==> config.mk <==
export PLATFORM = sky130hd
export DESIGN_NAME = progress_watchdog
export DESIGN_NICKNAME = d
export VERILOG_FILES = /design/src/rtl/progress_watchdog.sv
export SDC_FILE = /design/constraint.sdc
export NUM_CORES = 1
export LEC_CHECK = 0
export BUFFER_PORTS_ARGS = -buffer_cell sky130_fd_sc_hd__buf_4
export CORE_ASPECT_RATIO = 1.25
export CORE_MARGIN = 1
export CORE_UTILIZATION = 60
export CTS_CLUSTER_DIAMETER = 50
export DETAILED_ROUTE_END_ITERATION = 6
export PLACE_DENSITY = 0.95
export SYNTH_ARGS = -nofsm -noshare
export SYNTH_HDL_FRONTEND = slang
export SYNTH_SLANG_ARGS = --single-unit
export TNS_END_PERCENT = 30
==> constraint.sdc <==
create_clock -name clk -period 3.2 [get_ports clk]
set_input_delay 0.16 -clock clk [delete_from_list [all_inputs] [get_ports clk]]
set_output_delay 0.16 -clock clk [all_outputs]
set_load 0.01 [all_outputs]
==> src/rtl/progress_watchdog.sv <==
// progress_watchdog
//   Run-progress monitor that sits beside the processor top. It watches the
//   fetch PC, the retire ports and the flush bus, and reports two terminal
//   conditions through a sticky status FSM:
//     DONE     - PC held constant for STALL_CYCLES cycles (bootstrap self-loop)
//     DEADLOCK - no retirement on any channel for DEADLOCK_CYCLES cycles
//   Saturating statistics count RUN cycles, retirements and flushes.
//
//   Optional feature (macro FLUSH_STORM_EN): a sliding STORM_WINDOW-cycle
//   flush history raises a sticky flush_storm flag once STORM_LIMIT or more
//   flushes fall inside the window. Without the macro flush_storm is 0.
//
// Ports
//   clk          in   clock
//   rst          in   synchronous reset, active-high
//   enable       in   arms monitoring; low holds statistics, FSM to IDLE
//   current_pc   in   fetch PC, sampled every cycle
//   commit_valid in   one bit per retire channel
//   flush_valid  in   pipeline flush this cycle
//   state_o      out  00 IDLE, 01 RUN, 10 DONE, 11 DEADLOCK
//   sim_finished out  high while in DONE
//   deadlock     out  high while in DEADLOCK
//   cycle_cnt    out  cycles spent counting (RUN, including the arming cycle)
//   commit_cnt   out  total retirements
//   flush_cnt    out  total flushes
//   flush_storm  out  sticky flush-storm flag
module progress_watchdog #(
    parameter int PC_W            = 32,
    parameter int N_COMMIT        = 2,
    parameter int STALL_CYCLES    = 500,
    parameter int DEADLOCK_CYCLES = 4096,
    parameter int CNT_W           = 32,
    parameter int STORM_WINDOW    = 64,
    parameter int STORM_LIMIT     = 16
) (
    input  logic                clk,
    input  logic                rst,
    input  logic                enable,
    input  logic [PC_W-1:0]     current_pc,
    input  logic [N_COMMIT-1:0] commit_valid,
    input  logic                flush_valid,
    output logic [1:0]          state_o,
    output logic                sim_finished,
    output logic                deadlock,
    output logic [CNT_W-1:0]    cycle_cnt,
    output logic [CNT_W-1:0]    commit_cnt,
    output logic [CNT_W-1:0]    flush_cnt,
    output logic                flush_storm
);

    typedef enum logic [1:0] {
        IDLE     = 2'b00,
        RUN      = 2'b01,
        DONE     = 2'b10,
        DEADLOCK = 2'b11
    } state_t;

    localparam int STALL_W = $clog2(STALL_CYCLES + 1);
    localparam int IDLE_W  = $clog2(DEADLOCK_CYCLES + 1);
    localparam int POP_W   = $clog2(N_COMMIT + 1);

    // Elaboration-time parameter sanity.
    if (N_COMMIT < 1 || N_COMMIT > 4) begin : g_bad_commit
        $error("progress_watchdog: N_COMMIT must be 1..4");
    end
    if (STORM_WINDOW < 2 || STORM_LIMIT < 1 || STORM_LIMIT > STORM_WINDOW) begin : g_bad_storm
        $error("progress_watchdog: STORM_LIMIT must be 1..STORM_WINDOW, STORM_WINDOW >= 2");
    end

    state_t             state;
    logic [PC_W-1:0]    old_pc;
    logic [STALL_W-1:0] stall_cnt;
    logic [IDLE_W-1:0]  idle_cnt;

    logic [POP_W-1:0]   commit_pop;
    logic               pc_same;
    logic               no_commit;
    logic               stall_hit;
    logic               idle_hit;
    logic               count_en;
    logic [STALL_W-1:0] stall_inc;
    logic [IDLE_W-1:0]  idle_inc;

    // Saturating add: statistics stick at all-ones instead of wrapping.
    function automatic logic [CNT_W-1:0] sat_add(input logic [CNT_W-1:0] a,
                                                 input logic [CNT_W-1:0] b);
        logic [CNT_W:0] s;
        s = {1'b0, a} + {1'b0, b};
        return s[CNT_W] ? {CNT_W{1'b1}} : s[CNT_W-1:0];
    endfunction

    always_comb begin
        commit_pop = '0;
        for (int i = 0; i < N_COMMIT; i++) begin
            commit_pop = commit_pop + POP_W'(commit_valid[i]);
        end
    end

    // Statistics count in the arming cycle as well as in every RUN cycle.
    assign count_en  = enable && (state == IDLE || state == RUN);
    assign pc_same   = (current_pc == old_pc);
    assign no_commit = (commit_valid == '0);

    // Threshold test uses the value before the increment, so the N-th
    // qualifying cycle is the one that fires.
    assign stall_hit = pc_same   && (stall_cnt == STALL_W'(STALL_CYCLES - 1));
    assign idle_hit  = no_commit && (idle_cnt  == IDLE_W'(DEADLOCK_CYCLES - 1));

    assign stall_inc = (stall_cnt == STALL_W'(STALL_CYCLES))  ? stall_cnt : stall_cnt + STALL_W'(1);
    assign idle_inc  = (idle_cnt  == IDLE_W'(DEADLOCK_CYCLES)) ? idle_cnt  : idle_cnt  + IDLE_W'(1);

    assign state_o = state;

    always_ff @(posedge clk) begin
        if (rst) begin
            state        <= IDLE;
            old_pc       <= '0;
            stall_cnt    <= '0;
            idle_cnt     <= '0;
            cycle_cnt    <= '0;
            commit_cnt   <= '0;
            flush_cnt    <= '0;
            sim_finished <= 1'b0;
            deadlock     <= 1'b0;
        end else begin
            if (count_en) begin
                cycle_cnt  <= sat_add(cycle_cnt, CNT_W'(1));
                commit_cnt <= sat_add(commit_cnt, CNT_W'(commit_pop));
                flush_cnt  <= sat_add(flush_cnt, CNT_W'(flush_valid));
            end

            case (state)
                IDLE: begin
                    if (enable) begin
                        state     <= RUN;
                        old_pc    <= current_pc;
                        stall_cnt <= '0;
                        idle_cnt  <= '0;
                    end
                end
                RUN: begin
                    if (!enable) begin
                        state     <= IDLE;
                        stall_cnt <= '0;
                        idle_cnt  <= '0;
                    end else begin
                        // Only a PC change restarts the stall count; flushes do not.
                        if (pc_same) begin
                            stall_cnt <= stall_inc;
                        end else begin
                            stall_cnt <= '0;
                            old_pc    <= current_pc;
                        end
                        idle_cnt <= no_commit ? idle_inc : '0;

                        // A silent self-loop is a clean end, so DONE outranks DEADLOCK.
                        if (stall_hit) begin
                            state        <= DONE;
                            sim_finished <= 1'b1;
                        end else if (idle_hit) begin
                            state    <= DEADLOCK;
                            deadlock <= 1'b1;
                        end
                    end
                end
                default: begin
                    // DONE and DEADLOCK hold until rst.
                end
            endcase
        end
    end

`ifdef FLUSH_STORM_EN
    localparam int SW_W = $clog2(STORM_WINDOW + 1);

    logic [STORM_WINDOW-1:0] storm_win;
    logic [SW_W-1:0]         storm_ones;
    logic [SW_W-1:0]         storm_ones_next;

    // Running population count of the window: new bit in, oldest bit out.
    assign storm_ones_next = storm_ones + SW_W'(flush_valid)
                           - SW_W'(storm_win[STORM_WINDOW-1]);

    always_ff @(posedge clk) begin
        if (rst) begin
            storm_win   <= '0;
            storm_ones  <= '0;
            flush_storm <= 1'b0;
        end else if (count_en) begin
            storm_win  <= {storm_win[STORM_WINDOW-2:0], flush_valid};
            storm_ones <= storm_ones_next;
            if (storm_ones_next >= SW_W'(STORM_LIMIT)) begin
                flush_storm <= 1'b1;
            end
        end
    end
`else
    assign flush_storm = 1'b0;
`endif

endmodule

==> impl_summary.txt, run 1 <==
----------------------------------------------------
[Placed design]
  Placed wire-length estimate ... 12.1 mm
  Cell area after placement ... 8530 um^2
  Number of I/O port buffers ... 137
  Placer's final routability congestion estimate ... 0.856

[Clocking]
  Number of clock sinks seen by CTS ... 154
  CTS tree ... done
  Clk pin slew, worst setup/hold paths ... 60 ps
  # Post-CTS Setup Buffers ... 0
  TritonCTS Buffers ... 17
  Source-to-sink clock delay at the later pin of the worst-skew pair ... 420 ps
  Resize count post-CTS ... 0
  Library cell used as clock root buffer ... clkbuf_16
  Maximum buffer depth of the clock tree ... 2
  Number of H-tree levels ... 4

[Critical path]
  Critical Path Source Type ... input pin
  CP Capture Type ... flop
  Req. time, crit path ... 3570 ps
  Cell with the biggest individual delay on the critical path ... nor4_2
  Family with the most delay on the worst path ... simple AND/OR/NAND/NOR gates
  Cell-by-cell trace of the critical path ... dlygate4sd3_1 -> buf_4 -> xnor2_1 -> nand4_1 -> nor4_2 -> nand4b_1 -> o22ai_1 -> a22o_1
  Buf/Inv on CP ... 2
  Kind of critical path ... in2reg
  CP peak stage delay ... 680 ps
  Largest fanout of any net on the critical path ... 11
  Arrival time reported for the critical path endpoint ... 2920 ps

[GRT]
  Wire length of the first global-routing pass ... 29.8 mm
  Via count of the first global-routing pass ... 6591
  Initial antenna violation count ... 0
  Largest net degree at the start of global routing ... 60
  Total global routing track utilization ... 28.8%
  GRT Residual Overflow ... 0

[Logic synthesis]
  Mux contribution to synthesized area ... 4.45%
  Proportion of synthesized flip-flops having asynchronous set or reset ... 0%
  Post-synthesis sequential area ratio ... 41.5%
  Ys flop type ... dfxtp_1
  Total nets after synthesis ... 895
  Area fraction in and, or, nand and nor cells after synthesis ... 25.5%
  Number of distinct library cell variants in the gate-level netlist after synthesis ... 60
  EDFF count, synth ... 0
  Synthesized-area fraction occupied by adder cells ... 1.62%
  Post-Synthesis Cell Area ... 7430 um^2
  Flip-flop and latch count after synthesis ... 154
  Post-synthesis compound-gate area fraction ... 10.6%
  Combinational family with the most area after synthesis ... simple AND/OR/NAND/NOR gates
  Synth warn ... 0
  Synth Area per Inst ... 8.76 um^2
  Synthesized netlist cell count ... 848
  Synthesized-area fraction occupied by xor and xnor cells ... 12.7%

[STA]
  Summed negative setup slack over all endpoints ... 0 ps
  Maximum clock rate ... 391 MHz
  Fin crit share ... 79.9%
  Worst Tran Pin Value ... 871 ps
  Final Hold Vio Count ... 0
  Setup violators final ... 0
  Clock tree skew after final layout ... 14.8 ps
  Remaining max-slew budget at the tightest pin ... 41.8%
  Worst slack on hold paths ... 11.9 ps
  Tmin final ... 2560 ps
  Setup repair after global routing missed its margin ... no
  Pins over their slew limit ... 0

[Cells and area]
  Fillcell total ... 788
  Most frequent cells in the layout ... dfxtp_1 (154), buf_4 (144), nor2_1 (105), a21oi_1 (80), xnor2_1 (70)
  Final design area excluding fillers ... 9310 um^2
  Final net count ... 1037
  Layout cells sized above 1 ... 19.9%
  Relative area change from synthesis to final layout ... 25.4%
  Diodes inserted ... 0
  Final core area utilization ... 76.9%
  Commonest non-fill, non-tap cell in the layout ... dfxtp_1

[Status]
  Status ... complete, no violations

[Power and ir drop]
  Switching Share ... 22.0%
  Power, Total ... 4300 uW
  Reported net switching power ... 947 uW
  Static leakage ... 0.00362 uW
  Combinational power share ... 6.4%
  Clock power share ... 47.5%
  Cell area power density ... 462 nW/um^2
  Peak supply drop ... 0.317 mV
  Internal power contribution ... 3350 uW
  Register share of total power ... 46.1%

[Floorplanning]
  Die outline width ... 102 um
  Effective utilization at floorplan ... 61.3%
  Height of the chip ... 126 um
  Area of the core region ... 12100 um^2
  Row cnt ... 45
  IO Count ... 139
  Die area ... 12800 um^2

[Hold path]
  Type of the tightest min-delay check ... in2reg

[Route]
  Number of optimization iterations in the first detailed-route pass ... 5
  Wire length reported by the detailed router ... 18.1 mm
  Number of vias per cell after detailed routing ... 5.80
  Post-route antenna net violation count ... 0
  Routed len/inst ... 15.5 um
  Number of remaining DRC errors ... 0
  Total number of vias ... 6764
  1st-iter DRT viols ... 349

[Run]
  Maximum capacitance violations ... 0

----------------------------------------------------
==> power groups by stage <==
stage	Combinational, uW	Clock (uW)	Sequential, uW
after floorplan	160	0	2020
after global placement	245	0	2020
after detailed placement	253	0	2020
after CTS	270	2070	1980
after global routing	300	2160	1980
final	276	2040	1980
==> path summary, 6_finish.rpt <==
path,startpoint,end,slack [ps],cells after the start
worst min register to register,deadlock,deadlock,450,2
worst max-delay path,current_pc[4],stall_cnt[1],640,8
worst max register to register,commit_cnt[0],commit_cnt[21],670,9
worst min-delay path,current_pc[22],old_pc[22],10,3
==> sequential cells by signal (all words and copies together) (netlist names) <==
register	flops
stall_cnt	9
flush_cnt	32
state_o	2
commit_cnt	32
sim_finished	1
idle_cnt	13
cycle_cnt	32
deadlock	1
old_pc	32
==> cell families after synthesis <==
family,count (synthesis)
xor gates and xnor gates,108
other,1
and+or+nand+nor,357
muxes,33
AOI/OAI and AO/OA,130
buffers and inverters,56
DFF,154
adders and majority gates,9
==> repair_timing <==
item	in CTS	in global routing
setup endpoints to repair	0	0
endpoints found under the hold margin	16	1
hold buffers	16	1
==> per-stage QoR <==
stage / worst slack (ps) / std cells
finish: 644 / 1167
CTS: 693 / 1166
floorplan: 1070 / 848
global route: 384 / 1167
detailed placement: 707 / 1118
global placement: 801 / 1118
==> layout make-up <==
| class | count | area [um^2] | area share (%) |
|---|---|---|---|
| clock buffers | 22 | 464 | 4.99 |
| clock inverters | 10 | 143 | 1.53 |
| well taps | 164 | 205 | 2.20 |
| multi-input cells | 638 | 4100 | 44.0 |
| repair buffers | 161 | 1250 | 13.4 |
| flip-flops and latches | 154 | 3080 | 33.1 |
| inverters | 18 | 67.6 | 0.726 |
==> Yosys cell counts, types with 20 or more instances <==
cell	count	area share (%)
nand2_1	56	2.8
mux2i_1	33	4.4
nand4_1	36	3.0
nor2_1	105	5.3
xor2_1	38	4.5
a21oi_1	80	5.4
dfxtp_1	154	42
and3_1	20	1.7
nand3_1	42	2.8
nor3_1	37	2.5
clkbuf_1	20	1.0
xnor2_1	70	8.3
==> per-layer routing <==
layer  wire length [um]  track usage, %  vias to the layer above
li1                   -               -                     3280
met1               7230            32.1                     3231
met2               9570            51.9                      211
met3                932            7.16                       42
met4                378            10.7                        0
met5                  0               0                        -
==> worst register-to-register path, delay by kind of cell (launching register included) <==
family                     cells  cell delay [ps]
adders and majority gates      2              590
and+or+nand+nor                4             1200
AOI/OAI and AO/OA              1              200
buffers and inverters          2              140
DFF                            1              330
No activity file was read; power rests on OpenSTA's default activity.
==> inputs of run 2 (changes only) <==
Settings changed: ABC_AREA set to 1, CORE_UTILIZATION 60 to 52, PLACE_DENSITY 0.95 to 0.88.
Clock period 3.2 ns to 2.3 ns, I/O delays scaled along.
==> impl_summary.txt, run 2 <==
----------------------------------------------------
[STA]
  Pins over their slew limit ... 0 (unchanged)
  Maximum clock rate ... 461 MHz
  Worst slack on hold paths ... 9.65 ps (-2.27 ps)
  Clock tree skew after final layout ... 9.12 ps (-5.69 ps)
  Tmin final ... 2170 ps
  Remaining max-slew budget at the tightest pin ... 51.8% (+10 points)
  Final Hold Vio Count ... 0 (unchanged)
  Setup violators final ... 0 (unchanged)
  Worst Tran Pin Value ... 716 ps (-155 ps)
  Fin crit share ... 94.3%
  Summed negative setup slack over all endpoints ... 0 ps (unchanged)

[Cells and area]
  Commonest non-fill, non-tap cell in the layout ... nand2_1
  Fillcell total ... 1348 (+71%)
  Area used by sequential logic in the layout ... 3080 um^2 (about the same)
  Relative area change from synthesis to final layout ... 27.6%
  Layout cells sized above 1 ... 17.1% (-2.9 points)
  Final net count ... 1483 (+43%)
  Diodes inserted ... 0 (unchanged)
  Final standard cell count with taps included and fillers excluded ... 1664 (+43%)
  Area of combinational cells with multiple inputs ... 4820 um^2 (+18%)
  Most frequent cells in the layout ... nand2_1 (298), buf_4 (159), dfxtp_1 (153), inv_1 (152), nor2_1 (117)

[Logic synthesis]
  Post-synthesis compound-gate area fraction ... 10.3% (-0.27 points)
  Synthesized-area fraction occupied by adder cells ... 1.40% (-0.21 points)
  Fraction of post-synthesis cell area in the top cell type by area ... 36.0% (-5.5 points)
  Post-Synthesis Cell Area ... 8560 um^2 (+15%)
  Synth warn ... 0 (unchanged)
  Area fraction in and, or, nand and nor cells after synthesis ... 34.5% (+9.0 points)
  Post-synthesis sequential area ratio ... 36.0% (-5.5 points)
  Number of distinct library cell variants in the gate-level netlist after synthesis ... 39 (-35%)
  Dominant cells by area after synthesis ... dfxtp_1 (36%), nand2_1 (13%), a21oi_1 (7.1%)
  EDFF count, synth ... 0 (unchanged)
  Total nets after synthesis ... 1311 (+46%)
  Synth Area per Inst ... 6.77 um^2 (-23%)
  Most instantiated library cell after synthesis ... nand2_1
  Synthesized netlist cell count ... 1264 (+49%)
  Proportion of synthesized flip-flops having asynchronous set or reset ... 0% (unchanged)
  Combinational family with the most area after synthesis ... simple AND/OR/NAND/NOR gates
  Synthesized-area fraction occupied by xor and xnor cells ... 8.90% (-3.8 points)
  Mux contribution to synthesized area ... 0% (-4.4 points)
  Flip-flop and latch count after synthesis ... 154 (unchanged)
  Synth top cells by count ... nand2_1 (298), dfxtp_1 (154), inv_1 (154), a21oi_1 (122), nor2_1 (118)
  Synth area leader ... dfxtp_1
  Ys flop type ... dfxtp_1

[GRT]
  Total global routing track utilization ... 27.6% (-1.2 points)
  Initial antenna violation count ... 0 (unchanged)
  GRT Residual Overflow ... 0 (unchanged)
  Largest net degree at the start of global routing ... 48 (-20%)
  Wire length of the first global-routing pass ... 37.8 mm (+27%)
  Via count of the first global-routing pass ... 8563 (+30%)

[Floorplanning]
  IO Count ... 139 (unchanged)
  Row cnt ... 52 (+16%)
  Area of the core region ... 16100 um^2 (+33%)
  Die area ... 17000 um^2 (+32%)
  Effective utilization at floorplan ... 53.1% (-8.3 points)
  Die outline width ... 117 um (+15%)
  Height of the chip ... 145 um (+15%)

[Route]
  Wire length reported by the detailed router ... 23.5 mm (+30%)
  Met3 routed wirelength ... 1.35 mm (+45%)
  Total number of vias ... 9128 (+35%)
  Met1 layer wirelength in the final routing ... 9.41 mm (+30%)
  Number of vias per cell after detailed routing ... 5.49 (-5.4%)
  1st-iter DRT viols ... 583 (+67%)
  Number of remaining DRC errors ... 0 (unchanged)
  Top routing layer used ... met4
  Met2 wire length ... 11.9 mm (+24%)
  Routed len/inst ... 14.1 um (-9.1%)
  Number of optimization iterations in the first detailed-route pass ... 5 (unchanged)
  Post-route antenna net violation count ... 0 (unchanged)

[Power and ir drop]
  Power, Total ... 6280 uW (+46%)
  Cell area power density ... 575 nW/um^2 (+24%)
  Peak supply drop ... 0.424 mV (+34%)
  Static leakage ... 0.00453 uW (+25%)

[Placed design]
  Placer's final routability congestion estimate ... 0.952 (+11%)
  Placed wire-length estimate ... 15.9 mm (+32%)
  Number of I/O port buffers ... 137 (unchanged)
  Total instance count after detailed placement ... 1597 (+43%)

[Hold path]
  WHS Path Cells ... 3 (unchanged)
  Hold EP ... old_pc[11]
  Type of the tightest min-delay check ... in2reg
  Startpoint of the most critical hold path ... current_pc[11]

[Critical path]
  CP Capture Type ... flop
  Critical Path Source Type ... flop
  Arrival time reported for the critical path endpoint ... 2520 ps (-400 ps)
  Worst r2r dst ... commit_cnt[11]
  R2r worst-path depth ... 13 (+4)
  Register-to-register setup slack ... 130 ps (-540 ps)
  Largest fanout of any net on the critical path ... 11 (unchanged)
  Req. time, crit path ... 2650 ps (-920 ps)
  Reg-to-Reg Start ... commit_cnt[0]
  Kind of critical path ... reg2reg

[Clocking]
  Number of H-tree levels ... 4 (unchanged)
  TritonCTS Buffers ... 17 (unchanged)
  Maximum buffer depth of the clock tree ... 2 (unchanged)
  CTS tree ... done
  Clk pin slew, worst setup/hold paths ... 70 ps (about the same)
  Number of clock sinks seen by CTS ... 154 (unchanged)
  Source-to-sink clock delay at the later pin of the worst-skew pair ... 430 ps (about the same)
  Library cell used as clock root buffer ... clkbuf_16

[Run]
  Maximum capacitance violations ... 0 (unchanged)

[Status]
  Status ... complete, no violations

----------------------------------------------------
-- run 2: cell count changes after synthesis, moves of 13 or more --
cell,before,now
inv_1,18,154
xnor2_1,70,49
nand2_1,56,298
a21oi_1,80,122
mux2i_1,33,0
and3_1,20,0
nand3_1,42,103
o21ai_0,7,33
nor2_1,105,118
-- run 2: repair_timing --
action	CTS	global route
gates resized for setup	5	18
endpoints found under the setup margin	11	26
buffers inserted	4	1
hold buffers	31	0
hold endpoints to repair	31	0
pin swaps	4	10
-- run 2: kinds of logic after synthesis --
kind of cell / Yosys count
buffers and inverters: 195
adder cells (fa/ha/maj): 9
AND/OR/NAND/NOR: 646
AO/OA/AOI/OAI: 172
other: 1
XOR/XNOR: 87
flip-flops: 154
-- run 2: per-layer routing --
layer	vias to the layer above	GRT usage, %
met4	0	13.7
met1	4257	31.0
met5	-	0
li1	4437	-
met2	359	48.6
met3	75	5.66
-- run 2: critical path, cell delays in order, from the launching register on --
cell     delay (ps)
dfxtp_2         350
inv_2            40
fa_2            320
inv_2            90
ha_4            140
nand3_4          90
nor2_4          120
nand3_1          80
nor3_1          140
nand2_1         120
nor2_1          130
nand2_1         100
buf_4           200
a21oi_1         160
-- run 2: where the power goes --
part	total, uW	switching, uW	internal [uW]	leakage [uW]
registers	2780	50.4	2730	0.00125
logic	535	299	237	0.00298
clock network	2970	1150	1820	0.000305
total	6280	1500	4780	0.00453
-- run 2: area by class of cell --
cell class,instances,area share [%]
clock buffer,17,3.89
sequential,154,28.2
timing repair buffer,192,14.1
clock inverter,14,1.81
multi-input combinational,915,44.1
tap,216,2.47
inverter,156,5.36
-- run 2: worst max path at each step --
stage,cells after the start,startpoint,slack (ps),to
after floorplan,14,commit_cnt[0],130,commit_cnt[15]
after CTS,14,commit_cnt[0],8,commit_cnt[16]
after global routing,14,commit_cnt[0],-5,commit_cnt[16]
after global placement,14,commit_cnt[0],70,commit_cnt[26]
after detailed placement,14,commit_cnt[0],-50,commit_cnt[18]
final,13,commit_cnt[0],130,commit_cnt[11]
-- run 2: through the flow --
stage / setup slack [ps] / util (%) / instance area [um^2]
6_report: 131 / 67.7 / 10900
5_1_grt: -4.89 / 67.7 / 10900
4_1_cts: 7.79 / 67.2 / 10800
3_5_place_dp: -53.1 / 61.1 / 9860
3_3_place_gp: 74.6 / 61.1 / 9860
2_1_floorplan: 130 / - / 8560
==> inputs of run 3 (changes only) <==
Settings changed: CORE_UTILIZATION 52 to 53, CTS_BUF_LIST set to sky130_fd_sc_hd__clkbuf_2 sky130_fd_sc_hd__clkbuf_4 sky130_fd_sc_hd__clkbuf_8, PLACE_DENSITY 0.88 to 0.9.
==> impl_summary.txt, run 3 (synthesis results as in run 2) <==
----------------------------------------------------
[Run]
  Maximum capacitance violations ... 0 (unchanged)

[Route]
  Post-route antenna net violation count ... 0 (unchanged)
  Number of remaining DRC errors ... 0 (unchanged)
  1st-iter DRT viols ... 712 (+22%)
  Number of vias per cell after detailed routing ... 5.45 (-0.62%)
  Wire length reported by the detailed router ... 23.5 mm (+0.22%)
  Number of optimization iterations in the first detailed-route pass ... 5 (unchanged)
  Total number of vias ... 9066 (-0.68%)
  Routed len/inst ... 14.1 um (+0.28%)

[Placed design]
  Cell area after placement ... 9850 um^2 (-0.10%)
  Placed wire-length estimate ... 16.0 mm (+0.39%)
  Total instance count after detailed placement ... 1594 (-0.19%)
  Placer's final routability congestion estimate ... 0.934 (-1.9%)
  Number of I/O port buffers ... 137 (unchanged)

[Cells and area]
  Diodes inserted ... 0 (unchanged)
  Fillcell total ... 1230 (-8.8%)
  Final design area excluding fillers ... 10800 um^2 (-1.6%)
  Area used by sequential logic in the layout ... 3080 um^2 (unchanged)
  Final core area utilization ... 68.5% (+0.80 points)
  Relative area change from synthesis to final layout ... 25.6%
  Layout cells sized above 1 ... 17.9% (+0.86 points)
  Most frequent cells in the layout ... nand2_1 (295), buf_4 (157), inv_1 (153), dfxtp_1 (153), nor2_1 (115)
  Commonest non-fill, non-tap cell in the layout ... nand2_1
  Final standard cell count with taps included and fillers excluded ... 1663 (-0.060%)
  Area of combinational cells with multiple inputs ... 4880 um^2 (+1.2%)
  Final net count ... 1485 (+0.13%)

[Critical path]
  Req. time, crit path ... 2690 ps (+40 ps)
  Worst r2r dst ... commit_cnt[15]
  R2r worst-path depth ... 14 (+1)
  Largest fanout of any net on the critical path ... 8 (-3)
  CP peak stage delay ... 340 ps (about the same)
  Buf/Inv on CP ... 2 (-1)
  Cell-by-cell trace of the critical path ... inv_1 -> fa_2 -> inv_2 -> ha_4 -> nand3_2 -> nor2_4 -> nand2_2 -> nor2_4 -> nand3_4 -> nor2_4 -> nand2_2 -> nor2_4 -> nand2_4 -> a21oi_2
  Register-to-register setup slack ... 60 ps (-70 ps)
  Arrival time reported for the critical path endpoint ... 2620 ps (+100 ps)
  Most frequent cell on the critical path ... nor2_4
  CP Capture Type ... flop
  Reg-to-Reg Start ... commit_cnt[0]
  Cell with the biggest individual delay on the critical path ... dfxtp_2
  Critical Path Source Type ... flop
  Family with the most delay on the worst path ... simple AND/OR/NAND/NOR gates
  Kind of critical path ... reg2reg

[Status]
  Status ... complete, no violations

[Power and ir drop]
  Reported net switching power ... 1410 uW (-6.2%)
  Cell area power density ... 493 nW/um^2 (-14%)
  Switching Share ... 26.6% (+2.7 points)
  Register share of total power ... 52.3% (+8.1 points)
  Power, Total ... 5300 uW (-16%)
  Peak supply drop ... 0.520 mV (+23%)
  Clock power share ... 37.6% (-9.7 points)
  Static leakage ... 0.00443 uW (-2.3%)
  Internal power contribution ... 3890 uW (-19%)
  Combinational power share ... 10.1% (+1.6 points)

[Hold path]
  Startpoint of the most critical hold path ... rst
  Hold EP ... flush_cnt[12]
  Type of the tightest min-delay check ... in2reg
  WHS Path Cells ... 2 (-1)

[STA]
  Worst Tran Pin Value ... 623 ps (-92.7 ps)
  Maximum clock rate ... 447 MHz (-3.0%)
  Fin crit share ... 97.2% (+2.9 points)
  Pins over their slew limit ... 0 (unchanged)
  Tmin final ... 2240 ps (+66.6 ps)
  Remaining max-slew budget at the tightest pin ... 58.5% (+6.6 points)
  Final Hold Vio Count ... 0 (unchanged)
  Setup violators final ... 0 (unchanged)
  Summed negative setup slack over all endpoints ... 0 ps (unchanged)
  Clock tree skew after final layout ... 15.9 ps (+6.74 ps)
  Setup repair after global routing missed its margin ... yes

[Clocking]
  TritonCTS Buffers ... 17 (unchanged)
  Number of H-tree levels ... 4 (unchanged)
  Source-to-sink clock delay at the later pin of the worst-skew pair ... 450 ps (+20 ps)
  Library cell used as clock root buffer ... clkbuf_8
  Maximum buffer depth of the clock tree ... 2 (unchanged)
  Clk pin slew, worst setup/hold paths ... 90 ps (+20 ps)
  CTS tree ... done
  Number of clock sinks seen by CTS ... 154 (unchanged)

[Floorplanning]
  IO Count ... 139 (unchanged)
  Die area ... 16700 um^2 (-1.9%)
  Effective utilization at floorplan ... 54.6% (+1.5 points)
  Die outline width ... 116 um (-0.93%)
  Height of the chip ... 144 um (-0.93%)
  Area of the core region ... 15700 um^2 (-2.7%)
  Row cnt ... 51 (-1.9%)

[GRT]
  Total global routing track utilization ... 28.1% (+0.53 points)
  Initial antenna violation count ... 0 (unchanged)
  GRT Residual Overflow ... 0 (unchanged)
  Via count of the first global-routing pass ... 8455 (-1.3%)
  Largest net degree at the start of global routing ... 61 (+27%)
  Wire length of the first global-routing pass ... 37.7 mm (-0.20%)

----------------------------------------------------
==> run 3: cell count changes in the layout (fill, tap and decap cells not counted), sizes merged <==
cell and delta:
clkbuf +3, dlygate4sd3 +2, bufinv -3, inv -1, clkinvlp +3, clkinv -1
==> run 3: cell type report <==
class                           instances  share of cell area (%)
Sequential cell                       154                    28.7
Multi-Input combinational cell        915                    45.4
Clock inverter                         12                    1.09
Tap cell                              212                    2.47
Inverter                              156                    5.44
Clock buffer                           20                    2.50
Timing Repair Buffer                  194                    14.5
==> run 3: worst max-delay path by stage <==
| stage | startpoint | endpoint | slack (ps) | depth (start not counted) |
|---|---|---|---|---|
| after detailed placement | commit_cnt[0] | commit_cnt[26] | 0.8 | 14 |
| final | commit_cnt[0] | commit_cnt[15] | 60 | 14 |
| after global placement | commit_cnt[0] | commit_cnt[17] | 70 | 14 |
| after global routing | commit_cnt[0] | commit_cnt[15] | -70 | 14 |
| after CTS | commit_cnt[0] | commit_cnt[18] | 3 | 14 |
| after floorplan | commit_cnt[0] | commit_cnt[15] | 130 | 14 |
==> run 3: metal layers <==
layer	track usage, %	routed length, um
met5	0	0
met4	14.3	901
met2	50.0	11900
met1	31.5	9280
met3	5.87	1440
==> run 3: timing repair <==
action                                  in CTS  in global routing
pin swaps                                    2                 11
setup buffers                                2                  1
gates resized for setup                      4                 37
hold buffers                                33                  0
endpoints found under the setup margin       8                 39
cloned                                       0                  1
hold endpoints to repair                    35                  0
==> run 3: through the flow <==
stage | worst slack [ps] | hold WS (ps)
2_1_floorplan | 130 | 258
4_1_cts | 2.82 | 17.3
3_3_place_gp | 73.9 | 413
5_1_grt | -69.4 | 59.7
3_5_place_dp | 0.787 | 411
6_report | 64.4 | 51.0
==> run 3: power groups by stage <==
stage                     combinational [uW]  sequential [uW]  clock (uW)
after detailed placement                 467             2830           0
after CTS                                515             2770        2030
after global placement                   456             2830           0
after floorplan                          298             2830           0
final                                    536             2770        1990
after global routing                     595             2780        2130
